**src/rtl/pipe_stage_reg.sv**
```systemverilog
// rtl/pipe_stage_reg.sv - ready/valid pipeline stage with flush and saturating stall counter.
// Define PIPE_STAGE_REG_SKID_EN for the two-entry skid build with registered in_ready.
module pipe_stage_reg #(
   parameter int unsigned      WIDTH       = 32,
   parameter logic [WIDTH-1:0] NOP_VALUE   = {WIDTH{1'b0}},
   parameter int unsigned      STALL_CNT_W = 16
) (
   input  logic                   CLK,
   input  logic                   RST_N,
   input  logic                   in_valid,
   output logic                   in_ready,
   input  logic [WIDTH-1:0]       in_data,
   output logic                   out_valid,
   input  logic                   out_ready,
   output logic [WIDTH-1:0]       out_data,
   input  logic                   flush,
   output logic [1:0]             occupancy,
   output logic [STALL_CNT_W-1:0] stall_count
);

   typedef enum logic [1:0] {EMPTY = 2'd0, ONE = 2'd1, TWO = 2'd2} state_e;

   localparam logic [STALL_CNT_W-1:0] STALL_ONE = 1;

   state_e                   state_q, state_d;
   logic [WIDTH-1:0]         main_q, main_d;
   logic [STALL_CNT_W-1:0]   stall_q, stall_d;
   logic                     accept, take;

   assign out_valid   = (state_q != EMPTY);
   assign out_data    = main_q;
   assign accept      = in_valid & in_ready;
   assign take        = out_valid & out_ready;
   assign stall_count = stall_q;

   always_comb begin
      stall_d = stall_q;
      if (out_valid && !out_ready && (stall_q != '1)) begin
         stall_d = stall_q + STALL_ONE;
      end
   end

`ifdef PIPE_STAGE_REG_SKID_EN
   logic [WIDTH-1:0] skid_q, skid_d;

   // in_ready depends only on state, so out_ready never reaches it combinationally
   assign in_ready  = (state_q != TWO);
   assign occupancy = (state_q == TWO) ? 2'd2 : ((state_q == ONE) ? 2'd1 : 2'd0);

   always_comb begin
      state_d = state_q;
      main_d  = main_q;
      skid_d  = skid_q;
      unique case (state_q)
         EMPTY: begin
            if (accept) begin
               state_d = ONE;
               main_d  = in_data;
            end
         end
         ONE: begin
            if (accept && take) begin
               main_d = in_data;
            end else if (accept) begin
               state_d = TWO;
               skid_d  = in_data;
            end else if (take) begin
               state_d = EMPTY;
               main_d  = NOP_VALUE;
            end
         end
         TWO: begin
            if (take) begin
               state_d = ONE;
               main_d  = skid_q;
               skid_d  = NOP_VALUE;
            end
         end
         default: begin
            state_d = EMPTY;
            main_d  = NOP_VALUE;
            skid_d  = NOP_VALUE;
         end
      endcase
      if (flush) begin
         state_d = EMPTY;
         main_d  = NOP_VALUE;
         skid_d  = NOP_VALUE;
      end
   end

   always_ff @(posedge CLK or negedge RST_N) begin
      if (!RST_N) begin
         skid_q <= NOP_VALUE;
      end else begin
         skid_q <= skid_d;
      end
   end
`else
   assign in_ready  = out_ready | ~out_valid;
   assign occupancy = {1'b0, (state_q == ONE)};

   always_comb begin
      state_d = state_q;
      main_d  = main_q;
      if (accept) begin
         state_d = ONE;
         main_d  = in_data;
      end else if (take) begin
         state_d = EMPTY;
         main_d  = NOP_VALUE;
      end
      if (flush) begin
         state_d = EMPTY;
         main_d  = NOP_VALUE;
      end
   end
`endif

   always_ff @(posedge CLK or negedge RST_N) begin
      if (!RST_N) begin
         state_q <= EMPTY;
         main_q  <= NOP_VALUE;
         stall_q <= '0;
      end else begin
         state_q <= state_d;
         main_q  <= main_d;
         stall_q <= stall_d;
      end
   end

endmodule

```
**config.mk**
```make
export PLATFORM = sky130hd
export DESIGN_NAME = pipe_stage_reg
export DESIGN_NICKNAME = d
export VERILOG_FILES = /design/src/rtl/pipe_stage_reg.sv
export SDC_FILE = /design/constraint.sdc
export NUM_CORES = 1
export LEC_CHECK = 0
export ABC_CLOCK_PERIOD_IN_PS = 2800
export CAP_MARGIN = 20
export CORE_MARGIN = 10
export CORE_UTILIZATION = 25
export DETAILED_ROUTE_END_ITERATION = 10
export REMOVE_ABC_BUFFERS = 1
export SLEW_MARGIN = 5
export SYNTH_ARGS = -nofsm -noshare
export SYNTH_HDL_FRONTEND = slang
export SYNTH_SLANG_ARGS = --single-unit
export TNS_END_PERCENT = 30
```
**constraint.sdc**
```tcl
create_clock -name CLK -period 2.8 [get_ports CLK]
set_clock_uncertainty 0.05 [all_clocks]
set_input_delay 0.7 -clock CLK [delete_from_list [all_inputs] [get_ports CLK]]
set_output_delay 0.7 -clock CLK [all_outputs]
set_load 0.03 [all_outputs]
```
# --- After elaboration in Yosys (flattened, before gate mapping) ---
# Index checks and enable logic that the tools add are counted.
op_classes:
  add_sub_neg: 1
  n_eq_ne: 2
  mux: 6
  bitwise: 4
  reduce_logical: 5
op_table:
  columns: ["op", "count"]
  rows:
  - ["32-bit 2-to-1 mux", 3]
  - ["16-bit by 1-bit adder with 16-bit output (second input constant)", 1]
  - ["16-bit inequality test (second input constant)", 1]
  - ["2-bit 2-to-1 mux", 3]
  - ["3-bit nonzero test", 1]
  - ["1-bit AND", 2]
  - ["2-bit by 1-bit == test with 1-bit output (second input constant)", 1]
  - ["1-bit logical AND", 2]
  - ["2-bit nonzero test", 1]
  - ["1-bit logical NOT", 1]
  - ["1-bit NOT", 1]
  - ["1-bit OR", 1]
word_totals:
  regBits: 50
  inputBits: 37
  output_inout_bits: 52
  elab_cells: 21

# --- Logic depth before layout (Yosys ltp) ---
# Gate-level depths: netlist of the first run.
depth:
  depth_word: 6
  depth_mapped: 5
  ltp_nobuf: 5

# --- Worst setup path after synthesis of the first run ---
# Ideal clock, no wire load.
synth_timing:
  kind: "input -> register"
  from: "input out_ready"
  to: "register main_q[0], in the netlist out_data[0]"
  setup_time_ps: 66
  t_arrival_ps: 1757
  required_time_ps: 2684
  slack_ps: 927
  stages: 5
  path_buffers: 1
  cell_sequence: "nor2b_1 inv_1 a21oi_1 buf_2 a22o_1"
synth_via:
  elab_chain_len: 4
  elab_cells_between_ends: 6
  cone_classes: "mux (2); bitwise (3); reduce/logical (1)"
synth_lines:
  columns: ["item", "line", "source"]
  rows:
  - ["start, declared", "14", "input logic out_ready,"]
  - ["1-bit OR *", "100", "assign in_ready = out_ready | ~out_valid;"]
  - ["via in_ready", "11", "output logic in_ready,"]
  - ["1-bit AND *", "32", "assign accept = in_valid & in_ready;"]
  - ["32-bit 2-to-1 mux", "106", "if (accept) begin"]
  - ["32-bit 2-to-1 mux", "113", "if (flush) begin"]
  - ["end signal, assigned", "127", "main_q <= main_d;"]
  - ["end, declared", "26", "logic [WIDTH-1:0] main_q, main_d;"]
# Mark *: on every way through the listed nets, which the timed path passes. The rest lies on a longest branch.
# A chain may end at the register's enable or synchronous reset.

# --- Final worst setup path of the first run ---
layout_timing:
  from: "input out_ready"
  to: "output in_ready"
layout_via:
  elab_chain_len: 1
layout_lines:
  columns: ["item", "line"]
  rows:
  - ["1-bit OR", "100"]
  - ["end, declared", "11"]
# Every way passes these cells.

==> qor.yml, run 1 <==
viasPerCell: 4.41
wl_per_cell_um: 16.2
async_flop_share: 1.00
initial_core_util: 0.256
ys_seq_area_frac: 0.619
synth-edff-count: 0
synth_top_family_by_area: "compound AO/OA/AOI/OAI gates"
cts_tree: "built"
period_share: 0.823
cp_data_arrival_time_ns: 1.56
num_rows: 32
final_core_util: 0.401
grt_pass1_vias: 1663
fill_cells: 741
wl_mm: 5.55
setup_viol: 0
synth_fa_ha_area_frac: 0.00631
synth_xor_area_frac: 0.0574
total_power_mw: 1.87
gr-total-overflow: 0
cellLeakagePower_nw: 1.34
vias: 1507
hpwl_mm: 4.18
clk_pin_slew_worst_paths_ns: 0.10
antenna_cells: 0
synth_top_area_cell: "dfrtp_1"
ff_latch_area_um2: 1230
fmax_mhz: 434
synthFlopType: "dfrtp_1"
max_cap_viol_count: 0
hold_path_class: "primary input to async pin"
synthTopCellsByArea: "dfrtp_1, a22o_1, xnor2_1"
ys_types: 34
crit_path_end_kind: "output pin"
die_h_um: 109
antenna_left: 0
drt-pass1-iter-count: 4
outcome: "complete, no violations"
die_area_um2: 11900
h-tree-depth: 2
rsz0062_at_grt: "no"
netlist_area_um2: 1980
numCtsBuffers: 5
rr_worst_depth: 4
core_area_um2: 7730
syn_inst: 150
maxSlewViolCount: 0
syn2layout_area_growth_pct: 56.5
worst-path-max-fanout: 3
muxShareOfSynthArea: 0.00758
root_buffer: "clkbuf_8"
synth_seq_cells: 49
finalNetCount: 277
track_usage: 0.0953
start_kind: "primary input"
worst-endpoint-required_ns: 2.05
io-pin-count: 89
grt_pass1_wl_mm: 8.94
cts_setup_buffers: 0
synth_area_per_cell_um2: 13.2
die_w_um: 109
cts_resized: 0
hold_viol: 0
yosys.area_share.simple: 0.0972
grt_max_degree: 33
path_class: "primary input to output pin"
p_per_area_nw_per_um2: 602
cts_sinks: 49
gp_congestion: 0.773
layout_min_cycle_time_ns: 2.31
portBuffers: 87
drt-initial-drc-count: 35
drive_above_1_share: 0.0958
peakVddDrop_mv: 0.300
multi_input_area_um2: 698
drc: 0
cts_hold_buf: 0
yosysWarnings: 0
clock_path_buffers: 2
synth_compound_area_frac: 0.177
synth_top_area_share: 0.619
clock_latency_ns: 0.29
antenna_found_initial: 0
whs_ns: 0.290
-- layout by cell type (no fill, tap or decap), types with 2 or more instances in the layout --
cell             count
clkbuf_8             5
bufinv_16            2
xnor2_1              9
clkdlybuf4s50_1     85
nand4_1              2
xor2_1               4
o21a_1               3
o211ai_1             2
dfrtp_1             49
nand3_1              6
a22o_1              32
inv_1                4
buf_4                6
and4_1               2
and3_1               2
nor3_1               2
nor2_1               3
nand2_1              2
-- registers in the layout (all words and copies together) (netlist names) --
signal / flops
state_q: 1
out_data: 32
stall_count: 16
-- power breakdown --
part           switching, mW  leakage (nW)  total [mW]  internal [mW]
Sequential            0.0632         0.658       0.832          0.769
Clock                  0.233        0.0681       0.588          0.355
Combinational          0.236         0.612       0.448          0.212
-- routing by layer --
metal,share of wire,track usage,wire length [µm],up-vias
met1,0.42,0.115,2350,715
li1,-,-,-,728
met4,0.0040,0.0226,22,0
met3,0.13,0.0572,713,2
met5,0,0,0,-
met2,0.44,0.142,2460,62
-- synthesized netlist by cell type (3+ instances only) --
master,number
a22o_1,32
clkbuf_1,3
inv_1,4
dfrtp_1,49
buf_2,5
nor2_1,3
o21a_1,3
xnor2_1,9
xor2_1,4
nand3_1,6
-- cells by family after synthesis --
group | Yosys count
AOI/OAI and AO/OA | 41
xor gates and xnor gates | 13
adders and majority gates | 1
buffers and inverters | 14
DFF | 49
muxes | 1
other | 1
and+or+nand+nor | 30
-- final cells by class --
cell class | instances | area share
sequential | 49 | 0.395
timing repair buffer | 92 | 0.290
multi-input combinational | 87 | 0.225
tap | 102 | 0.0411
clock buffer | 5 | 0.0222
clock inverter | 3 | 0.0210
inverter | 4 | 0.00484
-- stage by stage --
stage	instances	setup TNS [ns]	setup WS [ns]	instance area [µm²]
2_1_floorplan	140	-8.91	-0.278	1930
3_3_place_gp	334	0	0.487	2970
3_5_place_dp	334	0	0.482	2970
4_1_cts	342	0	0.487	3100
5_1_grt	342	0	0.426	3100
6_report	342	0	0.495	3100
-- worst paths after layout --
path	endpoint	from	slack (ns)
worst max register to register	stall_count[1]	stall_count[8]	0.96
worst max-delay path	in_ready	out_ready	0.49
min in group CLK	stall_count[15]	stall_count[15]	0.45
worst min register to register	stall_count[15]	stall_count[15]	0.45
worst min-delay path	out_data[6]	RST_N	0.29
max in group asynchronous	out_data[29]	RST_N	1.81
-- critical path, cell delays in order --
cell	delay [ns]
clkdlybuf4s50_1	0.44
nor2b_1	0.16
inv_1	0.09
buf_4	0.17
(Power assumes the default switching activity.)
==> run 2, diff against run 1 <==
--- a/config.mk
+++ b/config.mk
@@ -5,7 +5,7 @@
 export SDC_FILE = /design/constraint.sdc
 export NUM_CORES = 1
 export LEC_CHECK = 0
-export ABC_CLOCK_PERIOD_IN_PS = 2800
+export ABC_CLOCK_PERIOD_IN_PS = 2000
 export CAP_MARGIN = 20
 export CORE_MARGIN = 10
 export CORE_UTILIZATION = 25
==> constraint.sdc (replaced) <==
create_clock -name CLK -period 2 [get_ports CLK]
set_clock_uncertainty 0.05 [all_clocks]
set_input_delay 0.5 -clock CLK [delete_from_list [all_inputs] [get_ports CLK]]
set_output_delay 0.5 -clock CLK [all_outputs]
set_load 0.03 [all_outputs]
==> run 2 against run 1 <==
Against the previous run: final cell count rose by 1.5%; non-clock buffer count is 5 higher; critical path depth decreased by 3; combinational power is 40% higher; total power increased by 35%; sequential power rose by 39%; die area did not move; largest cell class unchanged.
==> qor.yml, run 2 (same netlist as run 1, synthesis figures left out) <==
outcome: "complete, no violations"  # unchanged
track_usage: 0.0940  # was 0.0953
grt_pass1_vias: 1686  # was 1663
vias: 1562  # was 1507
peakVddDrop_mv: 0.261  # was 0.300 mV
critical_path.top_delay_family: "buffers and inverters"  # unchanged
gp_congestion: 0.795  # was 0.773
grt_max_degree: 33  # unchanged
grt_pass1_wl_mm: 8.83  # was 8.94 mm
cts_hold_buf: 0  # unchanged
clk_pin_slew_worst_paths_ns: 0.08  # was 0.10 ns
antenna_found_initial: 0  # unchanged
cts_tree: "built"  # unchanged
start_kind: "flip-flop"  # was primary input
viasPerCell: 4.50  # was 4.41
final_cell_mix: "clkdlybuf4s50_1, dfrtp_1, a22o_1"  # unchanged
cp_data_arrival_time_ns: 1.40  # was 1.56 ns
hold_path_class: "primary input to async pin"  # unchanged
drc: 0  # unchanged
portBuffers: 87  # unchanged
clock_latency_ns: 0.29  # about the same
largest_reg_flops: 32  # unchanged
max_cap_viol_count: 0  # unchanged
gr-total-overflow: 0  # unchanged
antenna_cells: 0  # unchanged
cp_slowest_cell: "clkdlybuf4s50_1"  # unchanged
layout_min_cycle_time_ns: 1.95
path_buf_inv: 1  # was 3
layout_commonest_cell: "clkdlybuf4s50_1"  # unchanged
p_per_area_nw_per_um2: 796  # was 602 nW/µm²
worst-endpoint-required_ns: 1.45  # was 2.05 ns
maxSlewViolCount: 0  # unchanged
finalNetCount: 282  # was 277
die_area_um2: 11900  # unchanged
tns_ns: 0  # unchanged
antenna_left: 0  # unchanged
die_w_um: 109  # unchanged
h-tree-depth: 2  # unchanged
initial_core_util: 0.256  # unchanged
core_area_um2: 7730  # unchanged
hpwl_mm: 4.24  # was 4.18 mm
hold_viol: 0  # unchanged
path_class: "flip-flop to output pin"  # was primary input to output pin
root_buffer: "clkbuf_8"  # unchanged
cellLeakagePower_nw: 1.45  # was 1.34 nW
cp_slowest_stage_delay_ns: 0.70  # was 0.44 ns
drive_above_1_share: 0.114  # was 0.0958
numCtsBuffers: 5  # unchanged
wl_mm: 5.61  # was 5.55 mm
setup_viol: 0  # unchanged
period_share: 0.975
wl_per_cell_um: 16.2  # about the same
worst-path-max-fanout: 5  # was 3
r2r-start: "stall_count[2]"  # was stall_count[8]
io-pin-count: 89  # unchanged
syn2layout_area_growth_pct: 59.6  # was 56.5%
path_cells: "clkdlybuf4s50_1"  # was clkdlybuf4s50_1 -> nor2b_1 -> inv_1 -> buf_4
num_rows: 32  # unchanged
clock_path_buffers: 2  # unchanged
fmax_mhz: 513
die_h_um: 109  # unchanged
total_power_mw: 2.52  # was 1.87 mW
crit_path_end_kind: "output pin"  # unchanged
drt-pass1-iter-count: 4  # unchanged
cts_setup_buffers: 0  # unchanged
startpoint: "stall_count[5]"  # was out_ready
drt-initial-drc-count: 37  # was 35
rsz0062_at_grt: "no"  # unchanged
cts_sinks: 49  # unchanged
run 2: final timing paths:
check	endpoint	slack, ns	depth (start not counted)
worst max register to register	stall_count[1]	0.24	4
worst min register to register	stall_count[15]	0.46	1
worst min-delay path	stall_count[12]	0.07	1
min in group CLK	stall_count[15]	0.46	1
worst max-delay path	stall_count[5]	0.05	1
max in group asynchronous	out_data[29]	1.36	2
run 2: routing by layer:
metal	vias to the layer above	wire, µm	global-route usage
li1	743	-	-
met1	755	2430	0.112
met3	2	677	0.0525
met5	-	0	0
met4	0	22	0.0254
met2	62	2480	0.143
run 2: cell type report:
class	count	area (µm²)
Timing Repair Buffer	97	977
Clock buffer	7	86.3
Inverter	4	15.0
Tap cell	102	128
Clock inverter	1	30.0
Fill cell	738	4560
Multi-Input combinational cell	87	701
Sequential cell	49	1230
run 2: repair_timing:
action                     4_1_cts  5_1_grt
resized for setup                7        5
pin swaps                        0        0
setup endpoints to repair        7        5
run 2: worst register-to-register path, cell delays in order (launching register included):
cell     delay, ns
dfrtp_1       0.45
nand3_2       0.15
or3_1         0.45
o21a_1        0.25
mux2_4        0.30
run 2: power by group:
group          internal [mW]  switching [mW]  total (mW)
Sequential              1.08          0.0847        1.16
Clock                  0.408           0.320       0.728
Combinational          0.292           0.337       0.629
run 2: through the flow:
stage | setup slack (ns) | std cells | hold slack [ns] | instance area, µm² | utilization
after floorplan | -1.08 | 140 | 0.154 | 1930 | -
after global placement | 0.0532 | 339 | 0.394 | 3040 | 0.394
after detailed placement | 0.0451 | 339 | 0.393 | 3040 | 0.394
after CTS | 0.0162 | 347 | 0.0665 | 3150 | 0.408
after global routing | 0.000943 | 347 | 0.0791 | 3160 | 0.409
final | 0.0491 | 347 | 0.0655 | 3160 | 0.409
==> run 3, diff against run 2 <==
--- a/config.mk
+++ b/config.mk
@@ -10,7 +10,9 @@
 export CORE_MARGIN = 10
 export CORE_UTILIZATION = 25
 export DETAILED_ROUTE_END_ITERATION = 10
+export PLACE_DENSITY = 0.64
 export REMOVE_ABC_BUFFERS = 1
+export SKIP_CTS_REPAIR_TIMING = 1
 export SLEW_MARGIN = 5
 export SYNTH_ARGS = -nofsm -noshare
 export SYNTH_HDL_FRONTEND = slang
==> run 3 against run 2 <==
Against the previous run: final cell count rose by 0.58%; first-iteration DRC count down 35%; hold slack worse by 0.019 ns; non-clock buffer count rose by 2; via count grew 1.9%; combinational power rose by 2%; fmax shrank 0.12%; sequential share of layout area is 0.24 points lower; clock power fell by 23%; final area increased by 0.63%; flip-flop and latch count unchanged; critical path type unchanged; largest power group unchanged; highest routed layer unchanged.
==> qor.yml, run 3 (same netlist as run 1, synthesis figures left out) <==
outcome: "complete, no violations"  # unchanged
die_area_um2: 11900  # unchanged
io-pin-count: 89  # unchanged
total_power_mw: 2.37  # was 2.52 mW
swShare: 0.313  # was 0.294
layout_commonest_cell: "clkdlybuf4s50_1"  # unchanged
syn2layout_area_growth_pct: 60.6  # was 59.6%
grt_max_degree: 28  # was 33
die_w_um: 109  # unchanged
worst-endpoint-required_ns: 1.45  # about the same
max_cap_viol_count: 0  # unchanged
fill_cells: 739  # was 738
grt_pass1_wl_mm: 9.06  # was 8.83 mm
root_buffer: "clkbuf_8"  # unchanged
critical_path.top_delay_family: "buffers and inverters"  # unchanged
multi_input_area_um2: 706  # was 701 µm²
path_buf_inv: 1  # unchanged
cp_slowest_stage_delay_ns: 0.70  # about the same
finalNetCount: 284  # was 282
rsz0062_at_grt: "no"  # unchanged
r2r-start: "stall_count[2]"  # unchanged
internal_power_mw: 1.63  # was 1.78 mW
hold_path_class: "primary input to async pin"  # unchanged
worst-path-max-fanout: 3  # was 5
final_core_util: 0.412  # was 0.409
antenna_left: 0  # unchanged
fmax_mhz: 512  # was 513 MHz
drive_above_1_share: 0.117  # was 0.114
peakVddDrop_mv: 0.243  # was 0.261 mV
clk_pin_slew_worst_paths_ns: 0.09  # was 0.08 ns
cts_sinks: 49  # unchanged
initial_core_util: 0.256  # unchanged
tns_ns: 0  # unchanged
antenna_cells: 0  # unchanged
cp-endpoint: "stall_count[4]"  # was stall_count[5]
portBuffers: 87  # unchanged
pre_cts_ws_ns: 0.0284  # was 0.0451 ns
start_kind: "flip-flop"  # unchanged
hpwl_mm: 4.40  # was 4.24 mm
drc: 0  # unchanged
rr_endpoint: "stall_count[1]"  # unchanged
startpoint: "stall_count[4]"  # was stall_count[5]
largest_reg_flops: 32  # unchanged
num_rows: 32  # unchanged
clock_path_buffers: 2  # unchanged
clock_latency_ns: 0.29  # about the same
maxSlewViolCount: 0  # unchanged
hold_viol: 0  # unchanged
core_area_um2: 7730  # unchanged
crit_path_end_kind: "output pin"  # unchanged
antenna_found_initial: 0  # unchanged
rr_worst_depth: 4  # unchanged
numCtsBuffers: 5  # unchanged
path_cells: "clkdlybuf4s50_1"  # unchanged
critical_path_depth: 1  # unchanged
gp_congestion: 0.804  # was 0.795
layout_min_cycle_time_ns: 1.95  # about the same
viasPerCell: 4.56  # was 4.50
period_share: 0.977  # was 0.975
cp_data_arrival_time_ns: 1.40  # about the same
path_class: "flip-flop to output pin"  # unchanged
cellLeakagePower_nw: 1.58  # was 1.45 nW
pwr-share-seq: 0.493  # was 0.461
track_usage: 0.0953  # was 0.0940
setup_viol: 0  # unchanged
drt-initial-drc-count: 24  # was 37
die_h_um: 109  # unchanged
grt_pass1_vias: 1747  # was 1686
drt-pass1-iter-count: 4  # unchanged
rrSetupSlack_ns: 0.24  # about the same
cp_slowest_cell: "clkdlybuf4s50_1"  # unchanged
final_cell_mix: "clkdlybuf4s50_1, dfrtp_1, a22o_1"  # unchanged
gr-total-overflow: 0  # unchanged
h-tree-depth: 2  # unchanged
cts_tree: "built"  # unchanged
ff_latch_area_um2: 1230  # unchanged
clock_power_share: 0.236  # was 0.289
power_switching_mw: 0.741  # about the same
wl_per_cell_um: 16.4  # was 16.2 µm
p_per_area_nw_per_um2: 744  # was 796 nW/µm²
worst_slack_ns: 0.0467  # was 0.0491 ns
pwr-share-comb: 0.271  # was 0.250
vias: 1592  # was 1562
wl_mm: 5.72  # was 5.61 mm
## run 3: routing by layer
layer	vias to the layer above	wire (µm)	track usage
li1	742	-	-
met5	-	0	0
met1	783	2450	0.109
met2	62	2620	0.153
met4	0	50	0.0254
met3	5	591	0.0490
## run 3: worst min-delay path by stage
stage	slack, ns	cells after the start	endpoint
final	0.05	1	stall_count[7]
after CTS	0.05	1	stall_count[7]
after detailed placement	0.38	1	stall_count[7]
after global routing	0.06	1	stall_count[7]
after global placement	0.38	1	stall_count[12]
after floorplan	0.15	0	out_data[0]
## run 3: layout make-up
type                       count  share of cell area
clock inverter                 2             0.00314
timing repair buffer          99               0.322
inverter                       4             0.00472
tap                          102              0.0401
sequential                    49               0.385
multi-input combinational     87               0.222
clock buffer                   6              0.0228
## run 3: power by group through the flow
stage	clock, mW	combinational [mW]	sequential, mW
4_1_cts	0.592	0.661	1.17
2_1_floorplan	0	0.139	1.35
3_5_place_dp	0	0.660	1.19
5_1_grt	0.634	0.682	1.18
6_report	0.559	0.640	1.17
3_3_place_gp	0	0.653	1.19
## run 3: through the flow
step	hold slack [ns]	area (µm²)	cells
floorplan	0.154	1930	140
global placement	0.378	3070	341
detailed placement	0.379	3070	341
CTS	0.0463	3150	349
global route	0.0621	3180	349
finish	0.0469	3180	349
